**src/rtl/uart_pkg.sv**
```systemverilog
// rtl/uart_pkg.sv - shared types and constants for the UART transmit path
package uart_pkg;

  typedef enum logic [1:0] {
    IDLE  = 2'd0,
    START = 2'd1,
    DATA  = 2'd2,
    STOP  = 2'd3
  } tx_state_e;

  localparam int UART_DEFAULT_CLK_DIV = 434;
  localparam int UART_DATA_W          = 8;

endpackage

```
**src/rtl/sync_fifo.sv**
```systemverilog
// rtl/sync_fifo.sv - single-clock FIFO with registered full/empty flags and occupancy count
module sync_fifo #(
  parameter int DATA_W = 8,
  parameter int ADDR_W = 4
) (
  input  logic              sys_clk,
  input  logic              reset_n,
  input  logic              push,
  input  logic [DATA_W-1:0] push_data,
  input  logic              pop,
  output logic [DATA_W-1:0] pop_data,
  output logic              full,
  output logic              empty,
  output logic [ADDR_W:0]   count
);

  localparam int DEPTH = 1 << ADDR_W;
  localparam logic [ADDR_W:0] DEPTH_CNT = {1'b1, {ADDR_W{1'b0}}};

  logic [DATA_W-1:0] mem [DEPTH];
  logic [ADDR_W-1:0] wr_ptr;
  logic [ADDR_W-1:0] rd_ptr;
  logic [ADDR_W:0]   count_next;
  logic              do_push;
  logic              do_pop;

  // A push into a full FIFO is discarded even if a pop frees a slot on the same edge.
  assign do_push  = push && !full;
  assign do_pop   = pop && !empty;
  assign pop_data = mem[rd_ptr];

  always_comb begin
    count_next = count;
    case ({do_push, do_pop})
      2'b10:   count_next = count + 1'b1;
      2'b01:   count_next = count - 1'b1;
      default: count_next = count;
    endcase
  end

  always_ff @(posedge sys_clk or negedge reset_n) begin
    if (!reset_n) begin
      wr_ptr <= '0;
      rd_ptr <= '0;
      count  <= '0;
      full   <= 1'b0;
      empty  <= 1'b1;
    end else begin
      if (do_push) wr_ptr <= wr_ptr + 1'b1;
      if (do_pop)  rd_ptr <= rd_ptr + 1'b1;
      count <= count_next;
      full  <= (count_next == DEPTH_CNT);
      empty <= (count_next == '0);
    end
  end

  always_ff @(posedge sys_clk) begin
    if (do_push) mem[wr_ptr] <= push_data;
  end

endmodule

```
**src/rtl/uart_tx_fifo.sv**
```systemverilog
// rtl/uart_tx_fifo.sv - buffered UART 8N1 transmitter fed by unthrottled byte strobes
module uart_tx_fifo
  import uart_pkg::*;
#(
  parameter int CLK_DIV     = UART_DEFAULT_CLK_DIV,
  parameter int FIFO_ADDR_W = 4
) (
  input  logic                   sys_clk,
  input  logic                   reset_n,
  input  logic                   pause_n,
  input  logic                   wren,
  input  logic [UART_DATA_W-1:0] tx_data,
  output logic                   txd,
  output logic                   busy,
  output logic                   fifo_full,
  output logic                   fifo_empty,
  output logic                   overflow
);

  localparam logic [15:0] BAUD_LAST = 16'(CLK_DIV - 1);
  localparam logic [FIFO_ADDR_W:0] DEPTH_CNT = {1'b1, {FIFO_ADDR_W{1'b0}}};

  tx_state_e              state;
  tx_state_e              state_next;
  logic [15:0]            baud_cnt;
  logic [2:0]             bit_cnt;
  logic [UART_DATA_W-1:0] shift;
  logic [UART_DATA_W-1:0] head_data;
  logic [FIFO_ADDR_W:0]   fifo_count;
  logic                   baud_done;
  logic                   pop;

  sync_fifo #(
    .DATA_W (UART_DATA_W),
    .ADDR_W (FIFO_ADDR_W)
  ) u_fifo (
    .sys_clk   (sys_clk),
    .reset_n   (reset_n),
    .push      (wren),
    .push_data (tx_data),
    .pop       (pop),
    .pop_data  (head_data),
    .full      (fifo_full),
    .empty     (fifo_empty),
    .count     (fifo_count)
  );

  assign baud_done = (baud_cnt == BAUD_LAST);

  always_ff @(posedge sys_clk or negedge reset_n) begin
    if (!reset_n) state <= IDLE;
    else          state <= state_next;
  end

  always_comb begin
    state_next = state;
    case (state)
      IDLE:    if (!fifo_empty && pause_n)        state_next = START;
      START:   if (baud_done)                     state_next = DATA;
      DATA:    if (baud_done && bit_cnt == 3'd7)  state_next = STOP;
      STOP:    if (baud_done)                     state_next = IDLE;
      default:                                    state_next = IDLE;
    endcase
  end

  always_comb begin
    pop  = (state == IDLE) && !fifo_empty && pause_n;
    busy = (state != IDLE);
  end

  always_ff @(posedge sys_clk or negedge reset_n) begin
    if (!reset_n) begin
      txd      <= 1'b1;
      baud_cnt <= '0;
      bit_cnt  <= '0;
      shift    <= '0;
    end else begin
      case (state)
        IDLE: begin
          baud_cnt <= '0;
          bit_cnt  <= '0;
          txd      <= 1'b1;
          if (pop) begin
            shift <= head_data;
            txd   <= 1'b0;
          end
        end
        START: begin
          if (baud_done) begin
            baud_cnt <= '0;
            bit_cnt  <= '0;
            txd      <= shift[0];
          end else begin
            baud_cnt <= baud_cnt + 16'd1;
          end
        end
        DATA: begin
          if (baud_done) begin
            baud_cnt <= '0;
            if (bit_cnt == 3'd7) begin
              txd <= 1'b1;
            end else begin
              // Look one bit ahead so txd changes exactly on the bit boundary.
              txd     <= shift[1];
              shift   <= shift >> 1;
              bit_cnt <= bit_cnt + 3'd1;
            end
          end else begin
            baud_cnt <= baud_cnt + 16'd1;
          end
        end
        STOP: begin
          txd <= 1'b1;
          if (baud_done) baud_cnt <= '0;
          else           baud_cnt <= baud_cnt + 16'd1;
        end
        default: begin
          txd      <= 1'b1;
          baud_cnt <= '0;
        end
      endcase
    end
  end

  // Producer cannot be stalled, so a strobe into a full FIFO is only remembered.
  always_ff @(posedge sys_clk or negedge reset_n) begin
    if (!reset_n)                             overflow <= 1'b0;
    else if (wren && fifo_count == DEPTH_CNT) overflow <= 1'b1;
  end

endmodule

```
**config.mk**
```make
export PLATFORM = sky130hd
export DESIGN_NAME = uart_tx_fifo
export DESIGN_NICKNAME = d
export VERILOG_FILES = /design/src/rtl/uart_pkg.sv /design/src/rtl/sync_fifo.sv /design/src/rtl/uart_tx_fifo.sv
export SDC_FILE = /design/constraint.sdc
export NUM_CORES = 1
export LEC_CHECK = 0
export BUFFER_PORTS_ARGS = -buffer_cell sky130_fd_sc_hd__buf_4
export CAP_MARGIN = 20
export CELL_PAD_IN_SITES_DETAIL_PLACEMENT = 0
export CELL_PAD_IN_SITES_GLOBAL_PLACEMENT = 1
export CORE_MARGIN = 2
export CORE_UTILIZATION = 25
export CTS_CLUSTER_DIAMETER = 80
export DETAILED_ROUTE_END_ITERATION = 10
export GPL_ROUTABILITY_DRIVEN = 1
export PLACE_DENSITY_LB_ADDON = 0.1
export SYNTH_ARGS = -nofsm -noshare
export SYNTH_HDL_FRONTEND = slang
export SYNTH_SLANG_ARGS = --single-unit
```
**constraint.sdc**
```tcl
create_clock -name sys_clk -period 3.3 [get_ports sys_clk]
set_input_delay 0.66 -clock sys_clk [delete_from_list [all_inputs] [get_ports sys_clk]]
set_output_delay 0.66 -clock sys_clk [all_outputs]
set_load 0.02 [all_outputs]
```
==> results by stage <==
Status:
- The run finished with clean final reports.

Clock tree:
- The number of post-CTS setup repair buffers is 0.
- The H-tree generated during clock tree synthesis spans 4 levels.
- The CTS tree is yes.
- The number of resized instances in the post-cts repair step is 0.
- After clock tree synthesis, the flow added hold-fix buffers numbering 0.
- Clock latency on the worst-skew pair, taken at its later pin, is 0.44 ns.
- The number of clock sinks is 174.
- The longest clock path from root to sink contains 2 buffers.
- After clock tree synthesis, the clock-pin slew on the worst setup and hold paths is 0.07 ns.
- The number of buffers created by CTS is 17.
- The tree is rooted in a sky130_fd_sc_hd__clkbuf_16.

Global route:
- The via count of the first global-routing pass is around 4200.
- met2 is the most crowded layer.
- The maximum number of pins on one net before global-route repair is 47.
- The remaining global-route overflow is 0.
- The initial antenna violation count came to 0.
- The first global-routing pass estimated 25.8 mm of wire.
- For this run, global-route usage on met1 was measured as between 10% and 20%.
- In the global route stage, met2 resource usage came out at a little under a fifth.
- Global routing used 11.3% of the available tracks.
- Global routing used 2.92% of the available met3 tracks.

Route:
- The number of search-and-repair iterations in the first detailed-routing pass is 5.
- The number of remaining DRC errors is 0.
- The count of nets left with antenna violations once routing finished came out at 0.
- The detailed-route wire length is 16.7 mm.
- The total number of vias is 4028.
- The initial detailed-routing violation count is 240.
- The vias per cell is 4.48.
- Dividing the detail-routed wire length by the instance count gives about 19 µm.

Critical path:
- The cell type of the slowest stage on the worst timing path is sky130_fd_sc_hd__or4_1.
- The capturing element of the worst setup path is u_fifo.full.
- The origin of the worst setup path is state[0].
- The arrival time of data at the critical path endpoint is 3.15 ns.
- The signal on the critical path passes through inv_1 > ha_1 > nand3b_2 > inv_1 > nand2_1 > xnor2_1 > ha_1 > o41ai_1 > nor3_1 > or4_1 > o2bb2ai_1 > a211oi_1.
- STA classifies the critical path endpoint as a register.
- The flop-to-flop setup slack is 0.48 ns.
- Of all nets on the critical path, the largest fanout is 4.
- The launching point of the worst reg2reg path is state[0].
- The logic depth of the worst path, buffers included is 12.
- The count of buffering cells on the critical path with inverters included is 2.
- The endpoint of the worst-slack reg-to-reg timing path is u_fifo.full.
- The logic depth of the worst register-to-register path is 12.
- The kind of critical path is reg2reg.
- The family with the most delay on the worst path is simple AND/OR/NAND/NOR gates.
- The stage delay of the slowest cell on the critical path is ~0.54 ns.
- The worst setup path is launched from a register.
- For the worst setup path, the data required time is 3.63 ns.

Yosys:
- After Yosys synthesis, XOR and XNOR cells account for under 10% of the synthesized area.
- The post-synthesis simple-gate area fraction is under 10%.
- During synthesis, Yosys emitted a total of 0 warnings.
- The synthesized design contains 128 enable-type register cells.
- The fraction of the mapped netlist area in adder cells is under 10%.
- The synthesized netlist net count is 500.
- The fraction of the yosys area taken by sequential cells is between 60 and 70%.
- The share of synthesized flip-flops with an asynchronous set or reset is 26.4%.
- After technology mapping, the gate count stands at 472.
- The synthesized flop and latch total is 174.
- Yosys mapped the design onto 55 distinct sky130hd cell types.
- Averaged over all synthesized cells, the footprint is around 16 µm².
- The portion of netlist area occupied by mux cells is 12.8%.
- The combinational family with the most area after synthesis is multiplexers.
- The compound-gate portion of the synthesized area is 5.58%.
- The cell area that synthesis handed to floorplanning was roughly 7500 µm².
- The most used flip-flop cell after synthesis is sky130_fd_sc_hd__edfxtp_1.

Floorplanning:
- The core region area is 29600 µm².
- In this run the horizontal extent of the chip is 177 µm.
- The effective utilization at floorplan is 25.3%.
- The die is 177 µm tall.
- The floorplan step defined a die boundary enclosing roughly 31000 µm².
- The top-level port count is 17.
- The cell row count is 63.

Power and ir drop:
- The standby leakage power is 3.05 nW.
- Dividing total power by cell area gives a power density of 839 nW/µm².
- The power share of the combinational group is 30.9%.
- In this run, the clock network consumes 27.8% of the power.
- Internal power comes to 4.79 mW.
- The net switching power of the design is 2.49 mW.
- The worst-case vdd ir drop is 0.000343 V.
- Net switching is 34.2% of the power.
- Per report_power, the sequential group accounts for roughly 41% of the total.

Finish:
- The final layout contains around 520 nets.
- The antenna diode count is 0.
- The sequential cell area is 5000 µm².
- Compared with the post-synthesis result, the final layout area differs by 15.9%.
- The most common cell after layout, fill and taps aside is sky130_fd_sc_hd__edfxtp_1.
- The library cells used most frequently in the layout, excluding fill and tap cells, are sky130_fd_sc_hd__edfxtp_1, sky130_fd_sc_hd__dfrtp_1, sky130_fd_sc_hd__mux4_2.
- The share of cells above drive strength 1 is between 20% and 30%.
- The multi-input combinational cells in the finished layout cover a total of 2350 µm².
- The final-layout fill cell count is 2980.

Place:
- The count of buffers added on input and output ports is 16.
- The routability-driven placement congestion ratio is 0.715.
- Once detailed placement completed, the half-perimeter wirelength came to 11.1 mm.
- Before CTS, the worst setup slack after placement is 0.454 ns.

Timing:
- The minimum clock period is 2.82 ns.
- In the finished design, the share of the clock period the worst path needs comes to 85.5%.
- The least setup slack across all paths after layout is 0.479 ns.
- The tightest slew margin relative to the limit is between 50% and 60%.
- The clock skew after layout is 0.0135 ns.
- The hold violation total from the final report is 0.
- For the pin with the worst max-slew slack, the measured transition is roughly 0.67 ns.
- Setup total negative slack on the finished layout was measured at 0 ns.
- The number of pins with negative max-slew slack in the final report was 0.
- Derived from the worst setup path, the maximum achievable clock frequency is 0.355 GHz.
- Setup repair after global routing left no endpoint under its margin.
- Setup violations remaining at the end of the flow were counted as 0.

Run:
- Max-cap violations in this run came to 0.

Worst hold path:
- In this run the worst hold path is classified as in2async.
## through the flow
step | instances | hold WS (ns) | util [%] | power (mW) | area [µm²]
2_1_floorplan | 472 | 0.364 | - | 4.64 | 7490
3_3_place_gp | 867 | 0.466 | 27.3 | 5.38 | 8070
3_5_place_dp | 867 | 0.467 | 27.3 | 5.38 | 8070
4_1_cts | 899 | 0.259 | 29.4 | 7.44 | 8680
5_1_grt | 899 | 0.286 | 29.4 | 7.75 | 8680
6_report | 899 | 0.252 | 29.4 | 7.28 | 8680
## cell usage after synthesis, drive strengths merged, types with 2 or more instances
cell      n  area (µm²)
o21a      2        15.0
a22oi     3        22.5
dfrtp    44        1100
xnor2    11        96.3
ha       16         200
o21ai    13        68.8
nor3      8        40.0
mux2      9         101
mux4     34         777
a211oi    2        15.0
o211ai    4        30.0
o31ai     2        15.0
nor4b     2        17.5
a21o      5        37.5
a31oi     6        37.5
mux2i     8        80.1
and3      3        18.8
clkbuf   15        56.3
inv      10        37.5
or2       2        12.5
nand2    30         113
nor2     22        82.6
xor2     10        87.6
or3       2        12.5
nor3b     3        22.5
nand4     7        43.8
nor4      2        12.5
nand3     5        25.0
edfxtp  128        3840
dfstp     2        52.6
a22o      2        17.5
and4      3        26.3
nand2b    2        12.5
buf       6        43.8
a21oi    17        85.1
and2     19         119
nor2b     2        12.5
## how the worst min path moves through the flow
stage	depth (start not counted)	from	slack (ns)	end
finish	1	reset_n	0.25	baud_cnt[5]
global route	1	reset_n	0.29	baud_cnt[5]
CTS	1	reset_n	0.26	baud_cnt[5]
detailed placement	1	overflow	0.47	overflow
global placement	1	overflow	0.47	overflow
floorplan	0	reset_n	0.36	baud_cnt[0]
## power by group through the flow
| stage | Clock [mW] | Sequential (mW) | Combinational, mW |
|---|---|---|---|
| finish | 2.02 | 3.01 | 2.25 |
| global route | 2.17 | 3.06 | 2.52 |
| CTS | 2.09 | 3.02 | 2.33 |
| detailed placement | 0 | 3.06 | 2.32 |
| global placement | 0 | 3.05 | 2.33 |
| floorplan | 0 | 2.92 | 1.72 |
## final cells by class
cell class | instances | share of cell area [%]
Multi-Input combinational cell | 266 | 27.1
Inverter | 11 | 0.476
Sequential cell | 174 | 57.6
Clock inverter | 14 | 1.90
Clock buffer | 18 | 5.06
Tap cell | 390 | 5.62
Timing Repair Buffer | 26 | 2.25
## cells by family (layout without fill, tap and decap cells)
kind of cell / Yosys count / after routing
AO/OA/AOI/OAI: 64 / 64
AND/OR/NAND/NOR: 114 / 114
adder cells (fa/ha/maj): 16 / 16
buffers and inverters: 32 / 69
multiplexers: 51 / 51
flip-flops: 174 / 174
XOR/XNOR: 21 / 21
## registers in the layout (all words and copies together) (netlist names)
name           flops
txd                1
u_fifo.mem       128
u_fifo.wr_ptr      4
overflow           1
state              2
u_fifo.empty       1
u_fifo.rd_ptr      4
shift              8
u_fifo.full        1
u_fifo.count       5
baud_cnt          16
bit_cnt            3
## layer usage
| layer | part of all wire (%) | up-vias |
|---|---|---|
| met1 | 49 | 2104 |
| met2 | 48 | 46 |
| li1 | - | 1869 |
| met3 | 2.7 | 9 |
| met4 | 0.80 | 0 |
| met5 | 0 | - |
Power figures use the tool's default switching activity.
